--- config.mk ---
export PLATFORM = sky130hd
export DESIGN_NAME = branch_resolve_flat
export DESIGN_NICKNAME = d
export VERILOG_FILES = /design/src/rtl/branch_resolve_pkg.sv /design/src/rtl/branch_resolve_if.sv /design/src/rtl/branch_resolve_bht_table.sv /design/src/rtl/branch_resolve.sv /design/src/flat_wrapper.sv
export SDC_FILE = /design/constraint.sdc
export NUM_CORES = 1
export LEC_CHECK = 0
export CORE_ASPECT_RATIO = 0.7
export CORE_MARGIN = 10
export CORE_UTILIZATION = 30
export DETAILED_ROUTE_END_ITERATION = 8
export SLEW_MARGIN = 10
export SYNTH_ARGS = -nofsm -noshare
export SYNTH_HDL_FRONTEND = slang
export SYNTH_SLANG_ARGS = --single-unit
--- constraint.sdc ---
create_clock -name clk -period 9.3 [get_ports clk]
set_input_delay 2.79 -clock clk [delete_from_list [all_inputs] [get_ports clk]]
set_output_delay 2.79 -clock clk [all_outputs]
set_load 0.02 [all_outputs]
--- src/rtl/branch_resolve_pkg.sv ---
// Shared types and constants for branch resolution.
// Counter helper used by the direction table.
package branch_resolve_pkg;

  typedef logic [63:0] u64;
  typedef logic [2:0]  u3;
  typedef logic [1:0]  u2;
  typedef logic        u1;

  typedef u2 bht_cnt_t;

  localparam bht_cnt_t BHT_WEAK_NT = 2'b01;

  localparam u3 F3_BEQ  = 3'b000;
  localparam u3 F3_BNE  = 3'b001;
  localparam u3 F3_BLT  = 3'b100;
  localparam u3 F3_BGE  = 3'b101;
  localparam u3 F3_BLTU = 3'b110;
  localparam u3 F3_BGEU = 3'b111;

  typedef struct packed {
    u1  valid;
    u64 pc;
  } redirect_t;

  function automatic bht_cnt_t satNext(
    input bht_cnt_t c,
    input u1        tk
  );
    bht_cnt_t n;
    n = c;
    if (tk && c != 2'b11)
      n = c + 2'b01;
    else if (!tk && c != 2'b00)
      n = c - 2'b01;
    return n;
  endfunction

endpackage

--- src/rtl/branch_resolve_if.sv ---
// Execute-side instruction bundle plus the redirect channel to fetch.
// master drives instructions and redirect_ready; slave is the resolver.
interface branch_resolve_if;
  import branch_resolve_pkg::*;

  u1  in_valid;
  u1  in_ready;
  u64 pc;
  u64 imm;
  u64 rs1_val;
  u1  is_branch;
  u1  is_jal;
  u1  is_jalr;
  u3  funct3;
  u1  pred_taken;
  u64 pred_target;
  u1  redirect_valid;
  u64 redirect_pc;
  u1  redirect_ready;

  modport master (
    output in_valid, pc, imm, rs1_val,
    output is_branch, is_jal, is_jalr,
    output funct3, pred_taken, pred_target,
    output redirect_ready,
    input  in_ready, redirect_valid, redirect_pc
  );

  modport slave (
    input  in_valid, pc, imm, rs1_val,
    input  is_branch, is_jal, is_jalr,
    input  funct3, pred_taken, pred_target,
    input  redirect_ready,
    output in_ready, redirect_valid, redirect_pc
  );

endinterface

--- src/rtl/branch_resolve_bht_table.sv ---
// Bimodal 2-bit direction table: one comb read port,
// one synchronous saturating update port, async reset.
module bht_table
  import branch_resolve_pkg::*;
#(
  parameter int       IDX_W     = 6,
  parameter bht_cnt_t RESET_CNT = BHT_WEAK_NT
) (
  input  logic             clk,
  input  logic             reset,
  input  logic [IDX_W-1:0] rdIdx,
  output logic             rdTaken,
  input  logic             wrEn,
  input  logic [IDX_W-1:0] wrIdx,
  input  logic             wrTaken
);

  localparam int N = 1 << IDX_W;

  bht_cnt_t cnt [N];

  always_ff @(posedge clk or posedge reset) begin
    if (reset) begin
      for (int i = 0; i < N; i++)
        cnt[i] <= RESET_CNT;
    end else if (wrEn) begin
      cnt[wrIdx] <= satNext(cnt[wrIdx], wrTaken);
    end
  end

  // Reads the stored value, so a same-cycle update shows next cycle.
  assign rdTaken = cnt[rdIdx][1];

endmodule

--- src/rtl/branch_resolve.sv ---
// Execute-stage branch/JAL/JALR resolver with registered redirect.
// Define BRANCH_STATS_EN to add stat_branches/stat_mispred counters.
module branch_resolve
  import branch_resolve_pkg::*;
#(
  parameter int       BHT_IDX_W = 6,
  parameter bht_cnt_t RESET_CNT = BHT_WEAK_NT
) (
  input  logic              clk,
  input  logic              reset,
  branch_resolve_if.slave   ex,
  output logic              BrUn,
  input  logic              BrEq,
  input  logic              BrLT,
  input  u64                lookup_pc,
  output logic              lookup_taken
`ifdef BRANCH_STATS_EN
  ,
  output u64                stat_branches,
  output u64                stat_mispred
`endif
);

  redirect_t rdr;

  logic condTaken;
  logic f3Ok;
  logic taken;
  logic mispredict;
  logic accept;
  logic live;
  logic launch;
  logic bhtWr;
  logic isCtrl;
  u64   jalrSum;
  u64   target;
  u64   nextPc;

  assign BrUn = ex.funct3[1];

  always_comb begin
    condTaken = 1'b0;
    f3Ok      = 1'b1;
    unique case (1'b1)
      (ex.funct3 == F3_BEQ):
        condTaken = BrEq;
      (ex.funct3 == F3_BNE):
        condTaken = !BrEq;
      (ex.funct3 == F3_BLT),
      (ex.funct3 == F3_BLTU):
        condTaken = BrLT;
      (ex.funct3 == F3_BGE),
      (ex.funct3 == F3_BGEU):
        condTaken = !BrLT;
      default:
        f3Ok = 1'b0;
    endcase
  end

  assign taken = ex.is_jal || ex.is_jalr
              || (ex.is_branch && f3Ok && condTaken);

  assign jalrSum = ex.rs1_val + ex.imm;

  assign target = ex.is_jalr
                ? {jalrSum[63:1], 1'b0}
                : ex.pc + ex.imm;

  assign nextPc = taken ? target : ex.pc + 64'd4;

  // Reserved funct3 encodings resolve not-taken and never redirect.
  assign mispredict =
      !(ex.is_branch && !f3Ok)
   && ((taken != ex.pred_taken)
    || (taken && ex.pred_target != target));

  assign ex.in_ready = !rdr.valid || ex.redirect_ready;
  assign accept      = ex.in_valid && ex.in_ready;
  assign live        = accept && !rdr.valid;
  assign launch      = live && mispredict;
  assign bhtWr       = live && ex.is_branch && f3Ok;
  assign isCtrl      = ex.is_branch || ex.is_jal || ex.is_jalr;

  always_ff @(posedge clk or posedge reset) begin
    if (reset) begin
      rdr <= '0;
    end else if (rdr.valid && ex.redirect_ready) begin
      rdr.valid <= 1'b0;
    end else if (launch) begin
      rdr.valid <= 1'b1;
      rdr.pc    <= nextPc;
    end
  end

  assign ex.redirect_valid = rdr.valid;
  assign ex.redirect_pc    = rdr.pc;

  bht_table #(
    .IDX_W     (BHT_IDX_W),
    .RESET_CNT (RESET_CNT)
  ) u_bht (
    .clk     (clk),
    .reset   (reset),
    .rdIdx   (lookup_pc[BHT_IDX_W+1:2]),
    .rdTaken (lookup_taken),
    .wrEn    (bhtWr),
    .wrIdx   (ex.pc[BHT_IDX_W+1:2]),
    .wrTaken (taken)
  );

  logic unusedBits;
  assign unusedBits = ^{lookup_pc[63:BHT_IDX_W+2],
                        lookup_pc[1:0]};

`ifdef BRANCH_STATS_EN
  always_ff @(posedge clk or posedge reset) begin
    if (reset) begin
      stat_branches <= '0;
      stat_mispred  <= '0;
    end else begin
      if (live && isCtrl)
        stat_branches <= stat_branches + 64'd1;
      if (launch)
        stat_mispred <= stat_mispred + 64'd1;
    end
  end
`else
  logic unusedCtrl;
  assign unusedCtrl = isCtrl;
`endif

endmodule
--- src/flat_wrapper.sv ---
// flat-port wrapper written by rule: the top's interface ports become plain ports
module branch_resolve_flat import branch_resolve_pkg::*;
#(
  parameter int       BHT_IDX_W = 6,
  parameter bht_cnt_t RESET_CNT = BHT_WEAK_NT
)
  (clk, reset, BrUn, BrEq, BrLT, lookup_pc, lookup_taken, ex_in_valid, ex_pc, ex_imm, ex_rs1_val, ex_is_branch, ex_is_jal, ex_is_jalr, ex_funct3, ex_pred_taken, ex_pred_target, ex_redirect_ready, ex_in_ready, ex_redirect_valid, ex_redirect_pc);
  branch_resolve_if ex_i ();
  input  logic clk;
  input  logic reset;
  output logic BrUn;
  input  logic BrEq;
  input  logic BrLT;
  input  u64 lookup_pc;
  output logic lookup_taken;
  input wire logic [$bits(ex_i.in_valid)-1:0] ex_in_valid;
  input wire logic [$bits(ex_i.pc)-1:0] ex_pc;
  input wire logic [$bits(ex_i.imm)-1:0] ex_imm;
  input wire logic [$bits(ex_i.rs1_val)-1:0] ex_rs1_val;
  input wire logic [$bits(ex_i.is_branch)-1:0] ex_is_branch;
  input wire logic [$bits(ex_i.is_jal)-1:0] ex_is_jal;
  input wire logic [$bits(ex_i.is_jalr)-1:0] ex_is_jalr;
  input wire logic [$bits(ex_i.funct3)-1:0] ex_funct3;
  input wire logic [$bits(ex_i.pred_taken)-1:0] ex_pred_taken;
  input wire logic [$bits(ex_i.pred_target)-1:0] ex_pred_target;
  input wire logic [$bits(ex_i.redirect_ready)-1:0] ex_redirect_ready;
  output wire logic [$bits(ex_i.in_ready)-1:0] ex_in_ready;
  output wire logic [$bits(ex_i.redirect_valid)-1:0] ex_redirect_valid;
  output wire logic [$bits(ex_i.redirect_pc)-1:0] ex_redirect_pc;
  assign ex_i.in_valid = ex_in_valid;
  assign ex_i.pc = ex_pc;
  assign ex_i.imm = ex_imm;
  assign ex_i.rs1_val = ex_rs1_val;
  assign ex_i.is_branch = ex_is_branch;
  assign ex_i.is_jal = ex_is_jal;
  assign ex_i.is_jalr = ex_is_jalr;
  assign ex_i.funct3 = ex_funct3;
  assign ex_i.pred_taken = ex_pred_taken;
  assign ex_i.pred_target = ex_pred_target;
  assign ex_i.redirect_ready = ex_redirect_ready;
  assign ex_in_ready = ex_i.in_ready;
  assign ex_redirect_valid = ex_i.redirect_valid;
  assign ex_redirect_pc = ex_i.redirect_pc;
  branch_resolve #(.BHT_IDX_W(BHT_IDX_W), .RESET_CNT(RESET_CNT)) u_core (.clk(clk), .reset(reset), .ex(ex_i), .BrUn(BrUn), .BrEq(BrEq), .BrLT(BrLT), .lookup_pc(lookup_pc), .lookup_taken(lookup_taken));
endmodule
==> results_dict.tcl, run 1 <==
set metrics [dict create \
    outcome "finished clean" \
    setup_tns_ps 0 \
    critPathKind "primary input to output port" \
    track_usage 0.259 \
    dr.pass1.iters 6 \
    p_leak_nw 10.7 \
    vias 25400 \
    synth.avg_cell_area_um2 7.84 \
    power.density_nw_per_um2 149 \
    wirelength_um 121000 \
    cts_buffers 17 \
    post-route-period-util 0.932 \
    cts_setup_buffers 0 \
    grt_max_degree 116 \
    yosysSeqAreaShare 0.212 \
    netlist_area_um2 23100 \
    clk_path_buf_depth 2 \
    worst_ep_arrival_time_ps 5880 \
    critPathCaptureType "output port" \
    clk_latency_ps 470 \
    ios 401 \
    synth_nets 3413 \
    drive_gt1_frac 0.116 \
    synth-main-ff-cell "dfrtp_1" \
    finish.net_count 3672 \
    area_delta_synth_final_pct 22.6 \
    instances_no_fill 4285 \
    worst_setup_path_start_kind "primary input" \
    dp_hpwl_um 101000 \
    drv_cap 0 \
    critPathMaxFanout 10 \
    placed_cells 4234 \
    post_drt_wl_per_cell_um 28.3 \
    tightestPinTransition_ps 1080 \
    root_buffer "clkbuf_16" \
    row_count 85 \
    cp.required_ps 6510 \
    ys_types 106 \
    io_buffers 342 \
    multiInputGateArea_um2 17400 \
    grt_pass1_vias 23200 \
    final_hold_viol_count 0 \
    drt_iter0_markers 3319 \
    ys_async_sr_fraction 1.00 \
    layout.area.seq_um2 4910 \
    fmax_mhz 115 \
    cts_tree "built" \
    grt_antenna_before_repair 26 \
    fillCellCount 8065 \
    initial_core_util 0.302 \
    hold_path_class "flip-flop to flip-flop" \
    drv_slew 0 \
    rsz0062_at_grt "no" \
    htree_num_levels 4 \
    via_per_inst 5.92 \
    slew_headroom 0.276 \
    synth_seq_cells 193 \
    cts_resized 0 \
    final_antenna_net_count 0 \
    ys_warn_count 0 \
    ir_worst_vdd_uv 102 \
    min_period_ps 8670 \
    grt.overflow.total 0 \
    path_clk_slew_ps 70 \
    die_w_um 352 \
    synthCells 2950 \
    drcViolationCount 0 \
    clock_skew_ps 22.8 \
    grt_pass1_wl_um 169000 \
    cts_sinks 193 \
    postCtsHoldBufs 0 \
    synth_edf_count 0 \
    place.gp.congestion 1.02 \
    dieArea_um2 88700 \
    die_h_um 252 \
    coreArea_um2 76700 \
    finalSetupViolations 0 \
]
[layout by cell type (no fill, tap or decap), types with 14 or more instances in the layout]
cell             Yosys  final
a221oi_1            19     19
o21ai_0            178    178
diode_2              0     19
mux2i_1             30     30
nand2b_1            21     21
mux2_2              85     85
inv_1               41     40
a31oi_1             25     24
mux2_4              48     48
nand3_1             75     74
nor4_1              22     22
xor2_1              85     85
a21o_1              28     28
nand3b_1            17     17
o21bai_1            18     18
buf_4                1     64
and3_1              36     36
or3_1               23     23
xnor2_1            113    113
clkdlybuf4s50_1      0    341
ha_1               128    128
o211ai_1            35     35
nor3b_1             15     14
or2_2               14     14
dfrtp_1            129    129
nand4_1            121    121
dfstp_2             64     64
nor2_1             327    325
o21a_1              45     45
mux4_2              21     21
o2111ai_1           15     15
nand2_1            326    325
a211oi_1            33     33
a21oi_1            279    278
a22oi_1             53     53
nor3_1              76     73
clkbuf_16            0     17
[flip-flops by register name, summed over array words and instances, names as in the netlist]
signal / flops
u_core.ex.redirect_pc: 64
u_core.ex.redirect_valid: 1
u_core.u_bht.cnt: 128
[Yosys cell counts (all sizes together) (45+ instances only)]
master	count	share of area
nor2	328	0.053
xnor2	113	0.043
a22oi	53	0.017
nor3	77	0.017
o21a	45	0.015
nand4	121	0.033
nand2	327	0.053
o21ai	192	0.043
nand3	75	0.016
dfrtp	129	0.14
buf	69	0.016
clkbuf	98	0.016
xor2	85	0.032
a21oi	285	0.063
ha	128	0.069
mux2	135	0.074
dfstp	64	0.073
[worst paths after layout]
kind / start / endpoint / cells past startpoint / slack, ps
max in group asynchronous: reset / u_core.ex.redirect_pc[56]$_DFFE_PP0P_ / 3 / 4780
hold / removal: u_core.ex.redirect_pc[58]$_DFFE_PP0P_ / u_core.ex.redirect_pc[58]$_DFFE_PP0P_ / 1 / 510
setup / recovery: lookup_pc[3] / lookup_taken / 5 / 630
setup reg to reg: u_core.u_bht.cnt[109]$_DFFE_PP0P_ / u_core.u_bht.cnt[103]$_DFFE_PP0P_ / 12 / 5690
hold reg to reg: u_core.ex.redirect_pc[58]$_DFFE_PP0P_ / u_core.ex.redirect_pc[58]$_DFFE_PP0P_ / 1 / 510
min in group asynchronous: reset / u_core.u_bht.cnt[79]$_DFFE_PP0P_ / 2 / 2880
[worst max-delay path, cell delays in order]
cell,delay [ps]
clkdlybuf4s50_1,890
mux4_2,610
mux4_2,540
mux4_2,480
clkdlybuf4s50_1,560
[kinds of logic (layout without fill, tap and decap cells)]
logic type / count (synthesis) / after routing / share of synthesized area
adders and majority gates: 130 / 130 / 0.0710
and+or+nand+nor: 1140 / 1140 / 0.236
DFF: 193 / 193 / 0.212
buffers and inverters: 209 / 481 / 0.0383
xor gates and xnor gates: 208 / 208 / 0.0849
AOI/OAI and AO/OA: 884 / 884 / 0.250
muxes: 186 / 186 / 0.107
other: 0 / 19 / 0
[metal layers]
layer	global-route usage	share of wire
met1	0.394	0.46
met5	0	0.00042
met4	0.0540	0.015
met3	0.101	0.15
met2	0.331	0.37
[cell type report]
class	instances	area share
Clock inverter	11	0.00411
Sequential cell	193	0.173
Inverter	42	0.00583
Antenna cell	19	0.00168
Tap cell	1044	0.0461
Timing Repair Buffer	407	0.139
Multi-Input combinational cell	2548	0.614
Clock buffer	21	0.0163
[report_power, final]
group          total [W]  internal [W]  switching (W)
sequential       0.00114       0.00102       0.000122
clock           0.000737      0.000370       0.000367
combinational    0.00234      0.000930        0.00141
total            0.00422       0.00232        0.00190
[stage by stage]
step / utilization / setup WS [ps] / hold WS, ps / total power [W] / area (um2)
after floorplan: - / 1260 / 465 / 0.00238 / 23100
after global placement: 0.361 / 651 / 472 / 0.00341 / 27700
after detailed placement: 0.361 / 647 / 482 / 0.00341 / 27700
after CTS: 0.369 / 634 / 502 / 0.00416 / 28300
after global routing: 0.369 / 565 / 526 / 0.00438 / 28300
final: 0.370 / 630 / 510 / 0.00422 / 28300
(Power assumes the default switching activity.)
==> inputs of run 2 (changes only) <==
--- a/config.mk
+++ b/config.mk
@@ -5,7 +5,7 @@
 export SDC_FILE = /design/constraint.sdc
 export NUM_CORES = 1
 export LEC_CHECK = 0
-export CORE_ASPECT_RATIO = 0.7
+export CORE_ASPECT_RATIO = 1.4
 export CORE_MARGIN = 10
 export CORE_UTILIZATION = 30
 export DETAILED_ROUTE_END_ITERATION = 8
==> run 2 against run 1 <==
Against the previous run:
- via count shrank 1.0%
- first-iteration DRC count shrank 34%
- sequential power is essentially flat
- flip-flop and latch count is the same
- worst setup slack gained 14 ps
- count of clock-buffer cells in the layout shrank 3
- highest routed layer unchanged
- clock power grew 8.4%
- core utilization shrank 0.11 points
- wire length shrank 1.6%
- critical path depth grew 12
- register-to-register slack is essentially flat
- worst hold slack lost 17 ps
==> results_dict.tcl, run 2 (synthesized netlist as in run 1, its figures left out) <==
set metrics [dict create \
    outcome "finished clean" \
    post_drt_wl_per_cell_um 28.4 \
    dr.pass1.iters 6 \
    drv_cap 0 \
    wirelength_um 119000 \
    regMostFlops "u_core.u_bht.cnt" \
    coreArea_um2 76400 \
    path_cells "clkdlybuf4s50_1 > ha_1 > a21oi_1 > o21ai_0 > a221oi_1 > nand2_1 > a21oi_1 > xnor2_1 > xnor2_1 > mux2i_1 > nor4_1 > o2111ai_1 > nor4bb_1 > buf_4 > a21oi_4 > buf_12 > mux2_4" \
    grt_pass1_wl_um 168000 \
    final_cell_mix "341 x clkdlybuf4s50_1, 325 x nand2_1, 325 x nor2_1" \
    cp.required_ps 9640 \
    p_clk_frac 0.190 \
    netSwitchingFraction 0.440 \
    place_area_um2 27500 \
    cts_sinks 193 \
    grt.overflow.total 0 \
    post-route-period-util 0.931 \
    dieArea_um2 88700 \
    dp_hpwl_um 97900 \
    worst_setup_path_start_kind "primary input" \
    critPathKind "primary input to flip-flop" \
    fmax_mhz 116 \
    netSwitchingPower_w 0.00185 \
    via_per_inst 5.98 \
    cts_tree "built" \
    die_h_um 348 \
    path_clk_slew_ps 80 \
    clk_path_buf_depth 2 \
    grt_antenna_before_repair 17 \
    rsz0062_at_grt "no" \
    cp_slowest_cell "xnor2_1" \
    layout.area.seq_um2 4910 \
    final_hold_viol_count 0 \
    final_antenna_net_count 0 \
    worst_ep_arrival_time_ps 9000 \
    finalSetupViolations 0 \
    postCtsHoldBufs 0 \
    ios 401 \
    holdWs_ps 493 \
    ir_worst_vdd_uv 188 \
    tightestPinTransition_ps 1310 \
    initial_core_util 0.303 \
    clock_skew_ps 18.3 \
    grt_max_degree 122 \
    p_leak_nw 10.7 \
    clk_latency_ps 460 \
    power.density_nw_per_um2 150 \
    cts_resized 0 \
    fillCellCount 7995 \
    finish.net_count 3660 \
    multiInputGateArea_um2 17400 \
    row_count 120 \
    area_delta_synth_final_pct 21.8 \
    die_w_um 255 \
    htree_num_levels 4 \
    power_frac_seq 0.271 \
    min_period_ps 8660 \
    cts_buffers 17 \
    slew_headroom 0.118 \
    grt_pass1_vias 24500 \
    setup_tns_ps 0 \
    critPathMaxFanout 65 \
    final_common_cell "clkdlybuf4s50_1" \
    final_util 0.368 \
    io_buffers 342 \
    p_int_w 0.00236 \
    root_buffer "clkbuf_16" \
    drt_iter0_markers 2195 \
    track_usage 0.259 \
    vias 25100 \
    report.power.total_w 0.00421 \
    cts_setup_buffers 0 \
    pwr-share-comb 0.539 \
    drv_slew 0 \
    largest_reg_flops 128 \
    max_stage_delay_ps 1020 \
    drive_gt1_frac 0.113 \
    hold_path_class "flip-flop to flip-flop" \
    final_area_um2 28200 \
    drcViolationCount 0 \
    place.gp.congestion 1.00 \
    critPathCaptureType "flip-flop" \
]
-- run 2: cell count changes in the layout (fill, tap and decap cells not counted), moves of 2 or more --
cell / previous run / this run
clkbuf_1: 2 / 0
buf_4: 64 / 52
clkinvlp_4: 2 / 0
nor3_4: 2 / 0
bufinv_16: 0 / 2
diode_2: 19 / 10
clkinv_2: 0 / 2
nor3_1: 73 / 75
-- run 2: through the flow --
| step | std cells | setup slack (ps) |
|---|---|---|
| detailed placement | 4154 | 698 |
| CTS | 4186 | 670 |
| global placement | 4154 | 690 |
| floorplan | 2950 | 1260 |
| global route | 4187 | 570 |
| finish | 4196 | 644 |
-- run 2: routing by layer --
| metal | wire (um) | part of all wire | vias to the layer above | GRT usage |
|---|---|---|---|---|
| met5 | 165 | 0.0014 | - | 0 |
| met1 | 43600 | 0.37 | 12000 | 0.282 |
| met3 | 8820 | 0.074 | 340 | 0.0528 |
| li1 | - | - | 11600 | - |
| met2 | 54600 | 0.46 | 1152 | 0.427 |
| met4 | 12000 | 0.10 | 26 | 0.221 |
-- run 2: final cells by class --
class | instances | share of cell area
clock inverters | 14 | 0.00671
repair buffers | 395 | 0.136
well taps | 976 | 0.0434
diodes | 10 | 0.000889
clock buffers | 18 | 0.0156
inverters | 42 | 0.00591
flip-flops and latches | 193 | 0.174
multi-input cells | 2548 | 0.617
-- run 2: path summary, 6_finish.rpt --
path	from	end	slack (ps)	cells after the start
worst min-delay path	u_core.ex.redirect_pc[58]$_DFFE_PP0P_	u_core.ex.redirect_pc[58]$_DFFE_PP0P_	490	1
max in group asynchronous	reset	u_core.ex.redirect_pc[55]$_DFFE_PP0P_	4810	3
worst max register to register	u_core.u_bht.cnt[103]$_DFFE_PP0P_	u_core.u_bht.cnt[111]$_DFFE_PP0P_	5690	12
worst min register to register	u_core.ex.redirect_pc[58]$_DFFE_PP0P_	u_core.ex.redirect_pc[58]$_DFFE_PP0P_	490	1
worst max-delay path	ex_imm[14]	u_core.ex.redirect_pc[1]$_DFFE_PP0P_	640	17
min in group asynchronous	reset	u_core.u_bht.cnt[99]$_DFFE_PP0P_	2870	2
-- run 2: critical path: cells and delay by family --
family | cells | cell delay [ps]
AND/OR/NAND/NOR | 3 | 1150
buffers and inverters | 3 | 1090
XOR/XNOR | 2 | 1230
multiplexers | 2 | 560
AO/OA/AOI/OAI | 6 | 1350
adder cells (fa/ha/maj) | 1 | 720
-- run 2: power groups by stage --
stage,registers [W],clock network (W),logic (W)
after floorplan,0.00126,0,0.00112
after global placement,0.00115,0,0.00223
after detailed placement,0.00115,0,0.00224
after CTS,0.00114,0.000820,0.00225
after global routing,0.00116,0.000851,0.00240
final,0.00114,0.000799,0.00227
